File: src/rtl/vga_pkg.sv
// Shared VGA timing defaults (640x480@60 from a 100 MHz system clock) and
// helper constants used by the scan controller and its pixel-tick divider.
package vga_pkg;

    localparam int SYS_CLK_HZ    = 100_000_000;
    localparam int PIX_CLK_HZ    = 25_000_000;

    localparam int DEF_H_ACTIVE  = 640;
    localparam int DEF_H_FRONT   = 16;
    localparam int DEF_H_SYNC    = 96;
    localparam int DEF_H_BACK    = 48;

    localparam int DEF_V_ACTIVE  = 480;
    localparam int DEF_V_FRONT   = 10;
    localparam int DEF_V_SYNC    = 2;
    localparam int DEF_V_BACK    = 33;

    localparam bit DEF_HSYNC_POL = 1'b0;
    localparam bit DEF_VSYNC_POL = 1'b0;

    localparam int DEF_CLK_DIV   = SYS_CLK_HZ / PIX_CLK_HZ;
    localparam int DEF_COLOR_W   = 8;

    localparam int DEF_H_TOTAL   = DEF_H_ACTIVE + DEF_H_FRONT + DEF_H_SYNC + DEF_H_BACK;
    localparam int DEF_V_TOTAL   = DEF_V_ACTIVE + DEF_V_FRONT + DEF_V_SYNC + DEF_V_BACK;

    // Counter width able to hold 0..total-1, never narrower than one bit.
    function automatic int cnt_w(input int total);
        return (total > 1) ? $clog2(total) : 1;
    endfunction

endpackage

File: src/rtl/pix_tick_gen.sv
// Pixel-rate divider: counts 0..CLK_DIV-1 and pulses tick for one clock on the
// last count. With CLK_DIV==1 the counter stays at 0, so tick is constantly high.
module pix_tick_gen
    import vga_pkg::*;
#(
    parameter int CLK_DIV = DEF_CLK_DIV
) (
    input  logic clk,
    input  logic rst,
    output logic tick
);

    localparam int CW = cnt_w(CLK_DIV);
    localparam logic [CW-1:0] LAST = CW'(CLK_DIV - 1);

    logic [CW-1:0] cnt_q;
    logic [CW-1:0] cnt_d;

    always_comb begin
        cnt_d = cnt_q + CW'(1);
        if (cnt_q == LAST) begin
            cnt_d = '0;
        end
    end

    always_ff @(posedge clk) begin
        if (rst) begin
            cnt_q <= '0;
        end else begin
            cnt_q <= cnt_d;
        end
    end

    assign tick = (cnt_q == LAST);

endmodule

File: src/rtl/vga_scan_controller.sv
// VGA raster scan: x/y counters advanced at the pixel rate, combinational
// position decodes, and pixel-aligned registered colour and sync outputs.
module vga_scan_controller
    import vga_pkg::*;
#(
    parameter int H_ACTIVE  = DEF_H_ACTIVE,
    parameter int H_FRONT   = DEF_H_FRONT,
    parameter int H_SYNC    = DEF_H_SYNC,
    parameter int H_BACK    = DEF_H_BACK,
    parameter int V_ACTIVE  = DEF_V_ACTIVE,
    parameter int V_FRONT   = DEF_V_FRONT,
    parameter int V_SYNC    = DEF_V_SYNC,
    parameter int V_BACK    = DEF_V_BACK,
    parameter bit HSYNC_POL = DEF_HSYNC_POL,
    parameter bit VSYNC_POL = DEF_VSYNC_POL,
    parameter int CLK_DIV   = DEF_CLK_DIV,
    parameter int COLOR_W   = DEF_COLOR_W,
    localparam int H_TOTAL  = H_ACTIVE + H_FRONT + H_SYNC + H_BACK,
    localparam int V_TOTAL  = V_ACTIVE + V_FRONT + V_SYNC + V_BACK,
    localparam int XW       = cnt_w(H_TOTAL),
    localparam int YW       = cnt_w(V_TOTAL)
) (
    input  logic               clk,
    input  logic               rst,
    input  logic [COLOR_W-1:0] pixel_rgb,
    output logic [XW-1:0]      x,
    output logic [YW-1:0]      y,
    output logic               pix_tick,
    output logic               active,
    output logic               line_start,
    output logic               frame_start,
    output logic [COLOR_W-1:0] vga_color,
    output logic               hsync,
    output logic               vsync
);

    localparam logic [XW-1:0] X_LAST = XW'(H_TOTAL - 1);
    localparam logic [YW-1:0] Y_LAST = YW'(V_TOTAL - 1);
    localparam int HS_START = H_ACTIVE + H_FRONT;
    localparam int HS_END   = H_ACTIVE + H_FRONT + H_SYNC;
    localparam int VS_START = V_ACTIVE + V_FRONT;
    localparam int VS_END   = V_ACTIVE + V_FRONT + V_SYNC;

    logic               tick;
    logic [XW-1:0]      x_q, x_d;
    logic [YW-1:0]      y_q, y_d;
    logic [COLOR_W-1:0] color_q, color_d;
    logic               hsync_q, hsync_d;
    logic               vsync_q, vsync_d;
    logic               in_active, in_hsync, in_vsync;

    pix_tick_gen #(
        .CLK_DIV(CLK_DIV)
    ) u_pix_tick_gen (
        .clk (clk),
        .rst (rst),
        .tick(tick)
    );

    // Region decodes compare in 32-bit space so a sync end equal to TOTAL cannot wrap.
    assign in_active = (int'(x_q) < H_ACTIVE) && (int'(y_q) < V_ACTIVE);
    assign in_hsync  = (int'(x_q) >= HS_START) && (int'(x_q) < HS_END);
    assign in_vsync  = (int'(y_q) >= VS_START) && (int'(y_q) < VS_END);

    always_comb begin
        x_d     = x_q;
        y_d     = y_q;
        color_d = color_q;
        hsync_d = hsync_q;
        vsync_d = vsync_q;
        if (tick) begin
            if (x_q == X_LAST) begin
                x_d = '0;
                y_d = (y_q == Y_LAST) ? '0 : y_q + YW'(1);
            end else begin
                x_d = x_q + XW'(1);
            end
            color_d = in_active ? pixel_rgb : '0;
            hsync_d = in_hsync ? HSYNC_POL : ~HSYNC_POL;
            vsync_d = in_vsync ? VSYNC_POL : ~VSYNC_POL;
        end
    end

    always_ff @(posedge clk) begin
        if (rst) begin
            x_q     <= '0;
            y_q     <= '0;
            color_q <= '0;
            hsync_q <= ~HSYNC_POL;
            vsync_q <= ~VSYNC_POL;
        end else begin
            x_q     <= x_d;
            y_q     <= y_d;
            color_q <= color_d;
            hsync_q <= hsync_d;
            vsync_q <= vsync_d;
        end
    end

    assign x           = x_q;
    assign y           = y_q;
    assign pix_tick    = tick;
    assign active      = in_active;
    assign line_start  = tick && (x_q == '0);
    assign frame_start = tick && (x_q == '0) && (y_q == '0);
    assign vga_color   = color_q;
    assign hsync       = hsync_q;
    assign vsync       = vsync_q;

endmodule

File: config.mk
export PLATFORM = sky130hd
export DESIGN_NAME = vga_scan_controller
export DESIGN_NICKNAME = d
export VERILOG_FILES = /design/src/rtl/vga_pkg.sv /design/src/rtl/pix_tick_gen.sv /design/src/rtl/vga_scan_controller.sv
export SDC_FILE = /design/constraint.sdc
export NUM_CORES = 1
export LEC_CHECK = 0
export ABC_AREA = 0
export BUFFER_PORTS_ARGS = -buffer_cell sky130_fd_sc_hd__buf_2
export CORE_MARGIN = 10
export CORE_UTILIZATION = 37
export DETAILED_ROUTE_END_ITERATION = 12
export PLACE_DENSITY_LB_ADDON = 0.2
export SKIP_CTS_REPAIR_TIMING = 1
export SYNTH_ARGS = -nofsm -noshare
export SYNTH_HDL_FRONTEND = slang
export SYNTH_HIERARCHICAL = 1
export SYNTH_SLANG_ARGS = --single-unit
export TNS_END_PERCENT = 10
File: constraint.sdc
create_clock -name clk -period 2.6 [get_ports clk]
set_input_delay 0.52 -clock clk [delete_from_list [all_inputs] [get_ports clk]]
set_output_delay 0.52 -clock clk [all_outputs]
set_load 0.02 [all_outputs]
==> flow_metrics.tcl, run 1 <==
set metrics [dict create \
    status "finished clean" \
    drt_wl_total_mm 3.974 \
    synth_area_per_cell_um2 8.873 \
    setup_viol_count_final 0 \
    ys_seq_area_share_pct 41.49 \
    dieArea_um2 7157 \
    die_x_um 84.60 \
    powerDensity_nw_per_um2 498.9 \
    synth_flop_cell "dfxtp_1" \
    hold_viol 0 \
    cts_root_buffer "clkbuf_8" \
    synth_cell_types 40 \
    antenna_cells 0 \
    synth_top_area_cell "dfxtp_1" \
    critPathMaxStageDelay_ns 0.48 \
    drc 0 \
    cts_sinks 32 \
    required_ns 2.08 \
    clock_skew_ns 0.009045 \
    path_class "reg -> out" \
    yosys-top-cells-count "32 x dfxtp_1, 23 x nor2_1, 16 x a21oi_1" \
    overflow 0 \
    place.gp.congestion 0.7593 \
    rsz0062_at_grt "false" \
    met2_wirelength_mm 1.701 \
    cp_slowest_cell "or4b_4" \
    drtPass1Iterations 4 \
    post-route-period-util_pct 92.48 \
    syn_nets 189 \
    fillers 414 \
    drv_slew 0 \
    worstReg2RegStart "u_pix_tick_gen/cnt_q[0]$_SDFF_PP0_" \
    worstHoldStart "u_pix_tick_gen/cnt_q[0]$_SDFF_PP0_" \
    htree_levels 2 \
    rows 23 \
    startpoint "x[0]$_SDFFE_PP0P_" \
    cp_max_fo 5 \
    grt_pass1_vias 1402 \
    ys_ff_latch 32 \
    final_nets 234 \
    path_cells "inv_1, ha_1, or4b_4, nor3_4, and4_4, buf_2" \
    dpl.cell_count 262 \
    end_kind "output pin" \
    drt_iter0_markers 88 \
    fmax_mhz 415.9 \
    coreArea_um2 4029 \
    crit_path_start_kind "flip-flop" \
    wl_met3_um 388 \
    drt-met1-wl_mm 1.820 \
    yosysMostFrequentCell "dfxtp_1" \
    leakagePower_uw 0.0007966 \
    initial_utilization_pct 38.32 \
    numCtsBuffers 5 \
    vias 1417 \
    netlist_area_um2 1544 \
    drive_gt1_share_pct 30.14 \
    cp_data_arrival_time_ns 1.88 \
    drtAntennaViolNets 0 \
    maxSlewHeadroom_pct 50.53 \
    synthCells 174 \
    yosys-top-cells-area "dfxtp_1 41%, nor2_1 5.6%, a21oi_1 5.2%" \
    fin_setup_tns_ns 0 \
    grt_pass1_wl_mm 6.672 \
    die_h_um 84.60 \
    grt_max_degree 23 \
    routedWlPerCell_um 14.77 \
    area_delta_synth_final_pct 22.77 \
    worst_r2r_path_depth 6 \
    synth-edff-count 0 \
    p_total_uw 945.7 \
    yosys_warnings 6 \
    io-pin-count 44 \
    min_period_ns 2.404 \
    worst_ir_drop_vdd_mv 0.3061 \
    post-dp-hpwl_mm 2.912 \
    io_buffers 43 \
    worst_pin_slew_ns 0.7401 \
    async_reset_ff_share_pct 0 \
    cts.clk_slew.worst_paths_ns 0.07 \
    finalNonFillerCells 269 \
    grt_usage_pct 11.09 \
    clk_latency_ns 0.28 \
    grt_antenna_before_repair 0 \
    endpoint "frame_start" \
    cap_viol_max_count 0 \
    cts_tree "built" \
    hold_path.class "reg -> reg" \
    clockBufferDepth 2 \
    vias_per_cell 5.268 \
    highest_layer "met4" \
    synth_top_area_share_pct 41.49 \
    r2r-end "y[4]$_SDFFE_PP0P_" \
    r2r_slack_ns 0.28 \
]
-- registers in the layout, indices dropped and copies added (netlist names) --
register / flops
hsync: 1
u_pix_tick_gen/cnt_q: 2
vga_color: 8
vsync: 1
x: 10
y: 10
-- report_power, final --
part           switching (µW)  leakage [µW]  internal (µW)
Clock                     177     0.0000410            182
Combinational            46.4      0.000497           33.6
Sequential               5.90      0.000259            501
Total                     230      0.000797            716
-- worst min-delay path by stage --
stage	cells after the start	to	slack, ns
6_report	1	u_pix_tick_gen/cnt_q[0]$_SDFF_PP0_	0.46
2_1_floorplan	1	u_pix_tick_gen/cnt_q[0]$_SDFF_PP0_	0.41
5_1_grt	1	u_pix_tick_gen/cnt_q[0]$_SDFF_PP0_	0.46
3_5_place_dp	1	u_pix_tick_gen/cnt_q[0]$_SDFF_PP0_	0.44
3_3_place_gp	1	u_pix_tick_gen/cnt_q[0]$_SDFF_PP0_	0.42
4_1_cts	3	vga_color[2]$_SDFFE_PP0P_	0.45
-- stage by stage --
| stage | worst slack [ns] | util [%] | hold WS, ns | area (µm²) |
|---|---|---|---|---|
| 5_1_grt | 0.1076 | 47.05 | 0.4554 | 1896 |
| 6_report | 0.1956 | 47.05 | 0.4569 | 1896 |
| 2_1_floorplan | 0.01800 | - | 0.4101 | 1562 |
| 3_5_place_dp | 0.2996 | 44.94 | 0.4443 | 1810 |
| 3_3_place_gp | 0.3596 | 44.94 | 0.4182 | 1810 |
| 4_1_cts | 0.01954 | 46.86 | 0.4521 | 1888 |
-- placed cells by master, fill, tap and decap left out, types with 2 or more instances in the layout --
master / instances
or4b_2: 2
o41ai_1: 2
o21bai_1: 2
a21oi_1: 16
xnor2_1: 4
nand2_1: 9
or4b_4: 2
and4_1: 3
nor3_1: 4
o31ai_1: 3
buf_4: 2
clkbuf_8: 5
inv_1: 5
nand3_1: 9
or4_1: 3
nand4b_1: 2
dfxtp_1: 32
buf_2: 43
ha_1: 4
nand4_1: 3
xor2_1: 7
nor2_1: 23
nor2b_1: 9
nor4_1: 4
-- layer usage --
metal	global-route usage, %	up-vias
met2	15.79	47
li1	-	712
met5	0	-
met3	5.990	7
met1	13.54	651
met4	4.491	0
-- cell families (layout without fill, tap and decap cells) --
logic type | after synthesis | count (layout) | share of synthesized area [%]
buffers and inverters | 12 | 57 | 3.970
xor gates and xnor gates | 11 | 11 | 6.240
adders and majority gates | 5 | 5 | 4.052
AOI/OAI and AO/OA | 26 | 26 | 9.968
muxes | 1 | 1 | 0.6483
DFF | 32 | 32 | 41.49
and+or+nand+nor | 87 | 87 | 33.63
-- cell type report --
| class | instances | area [µm²] | share of cell area (%) |
|---|---|---|---|
| clock inverter | 1 | 5.005 | 0.2640 |
| timing repair buffer | 45 | 230.2 | 12.15 |
| tap | 50 | 62.56 | 3.300 |
| multi-input combinational | 130 | 865.8 | 45.68 |
| sequential | 32 | 640.6 | 33.80 |
| clock buffer | 6 | 72.57 | 3.828 |
| inverter | 5 | 18.77 | 0.9901 |
-- critical path, delay by kind of cell (launching register included) --
kind | cells | cell delay [ns]
adders and majority gates | 1 | 0.18
buffers and inverters | 2 | 0.23
DFF | 1 | 0.35
and+or+nand+nor | 3 | 0.83
No activity file was read; power rests on OpenSTA's default activity.
==> run 2, diff against run 1 <==
--- a/config.mk
+++ b/config.mk
@@ -10,6 +10,7 @@
 export CORE_MARGIN = 10
 export CORE_UTILIZATION = 37
 export DETAILED_ROUTE_END_ITERATION = 12
+export MAX_ROUTING_LAYER = met4
 export PLACE_DENSITY_LB_ADDON = 0.2
 export SKIP_CTS_REPAIR_TIMING = 1
 export SYNTH_ARGS = -nofsm -noshare
==> flow_metrics.tcl, run 2 (synthesized netlist as in run 1, its figures left out) <==
set metrics [dict create \
    status "finished clean" \
    die_x_um 84.60 \
    drtPass1Iterations 4 \
    overflow 0 \
    initial_utilization_pct 38.32 \
    worst_ir_drop_vdd_mv 0.3063 \
    hold_viol 0 \
    final_common_cell "buf_2" \
    dpl.cell_count 262 \
    vias 1415 \
    area_delta_synth_final_pct 22.77 \
    powerDensity_nw_per_um2 498.9 \
    cts_root_buffer "clkbuf_8" \
    vias_per_cell 5.260 \
    cts.clk_slew.worst_paths_ns 0.07 \
    cts_tree "built" \
    final_nets 234 \
    htree_levels 2 \
    grt_pass1_wl_mm 6.665 \
    min_period_ns 2.404 \
    cp_max_fo 5 \
    drt_wl_total_mm 3.986 \
    io_buffers 43 \
    grt_usage_pct 11.41 \
    setup_viol_count_final 0 \
    end_kind "output pin" \
    fmax_mhz 416.0 \
    path_class "reg -> out" \
    crit_path_start_kind "flip-flop" \
    cp_data_arrival_time_ns 1.88 \
    clockBufferDepth 2 \
    rows 23 \
    grt_max_degree 23 \
    layout_common_cells "43 x buf_2, 32 x dfxtp_1, 23 x nor2_1" \
    cap_viol_max_count 0 \
    finalNonFillerCells 269 \
    drt_iter0_markers 92 \
    grt_pass1_vias 1401 \
    worst_pin_slew_ns 0.7375 \
    post-dp-hpwl_mm 2.912 \
    place.gp.congestion 0.7692 \
    antenna_cells 0 \
    cts_sinks 32 \
    drv_slew 0 \
    rsz0062_at_grt "false" \
    drive_gt1_share_pct 30.14 \
    clk_latency_ns 0.28 \
    drc 0 \
    dieArea_um2 7157 \
    die_h_um 84.60 \
    hold_path.class "reg -> reg" \
    fin_setup_tns_ns 0 \
    grt_antenna_before_repair 0 \
    post-route-period-util_pct 92.46 \
    coreArea_um2 4029 \
    clock_skew_ns 0.009000 \
    fin_util_pct 47.05 \
    numCtsBuffers 5 \
    io-pin-count 44 \
    required_ns 2.08 \
    leakagePower_uw 0.0007966 \
    routedWlPerCell_um 14.82 \
    maxSlewHeadroom_pct 50.70 \
    drtAntennaViolNets 0 \
]
## run 2: routing by layer
| metal | share of wire [%] | up-vias | GRT usage (%) |
|---|---|---|---|
| li1 | - | 712 | - |
| met1 | 48 | 651 | 14.20 |
| met2 | 43 | 45 | 15.79 |
| met3 | 7.4 | 7 | 4.831 |
| met4 | 1.5 | 0 | 4.491 |
| met5 | 0 | - | - |
## run 2: final timing paths
path              cells past startpoint                          startpoint  slack [ns]                            endpoint
setup / recovery                      6                   x[0]$_SDFFE_PP0P_        0.20                         frame_start
hold / removal                        1  u_pix_tick_gen/cnt_q[0]$_SDFF_PP0_        0.46  u_pix_tick_gen/cnt_q[0]$_SDFF_PP0_
setup reg to reg                      6  u_pix_tick_gen/cnt_q[0]$_SDFF_PP0_        0.28                   y[4]$_SDFFE_PP0P_
hold reg to reg                       1  u_pix_tick_gen/cnt_q[0]$_SDFF_PP0_        0.46  u_pix_tick_gen/cnt_q[0]$_SDFF_PP0_
## run 2: through the flow
step                      hold slack (ns)  cell area [µm²]  power, µW  setup WS [ns]
after floorplan                    0.4101             1562      570.4        0.01800
after global placement             0.4182             1810      597.1         0.3596
after detailed placement           0.4443             1810      597.3         0.2996
after CTS                          0.4521             1888      955.7        0.01954
after global routing               0.4554             1896      990.3         0.1076
final                              0.4569             1896      945.7         0.1959
## run 2: final cells by class
class / count / area (µm²)
tap: 50 / 62.56
multi-input combinational: 130 / 865.8
clock buffer: 6 / 72.57
fill: 414 / 2133
inverter: 5 / 18.77
clock inverter: 1 / 5.005
sequential: 32 / 640.6
timing repair buffer: 45 / 230.2
## run 2: power by group
part	switching (µW)	internal [µW]
registers	5.90	501
clock network	177	182
logic	46.5	33.6
## run 2: worst max-delay path, stage by stage, from the launching register on
cell and delay (ns):
dfxtp_1 0.35, inv_1 0.07, ha_1 0.18, or4b_4 0.48, nor3_4 0.14, and4_4 0.21
buf_2 0.16
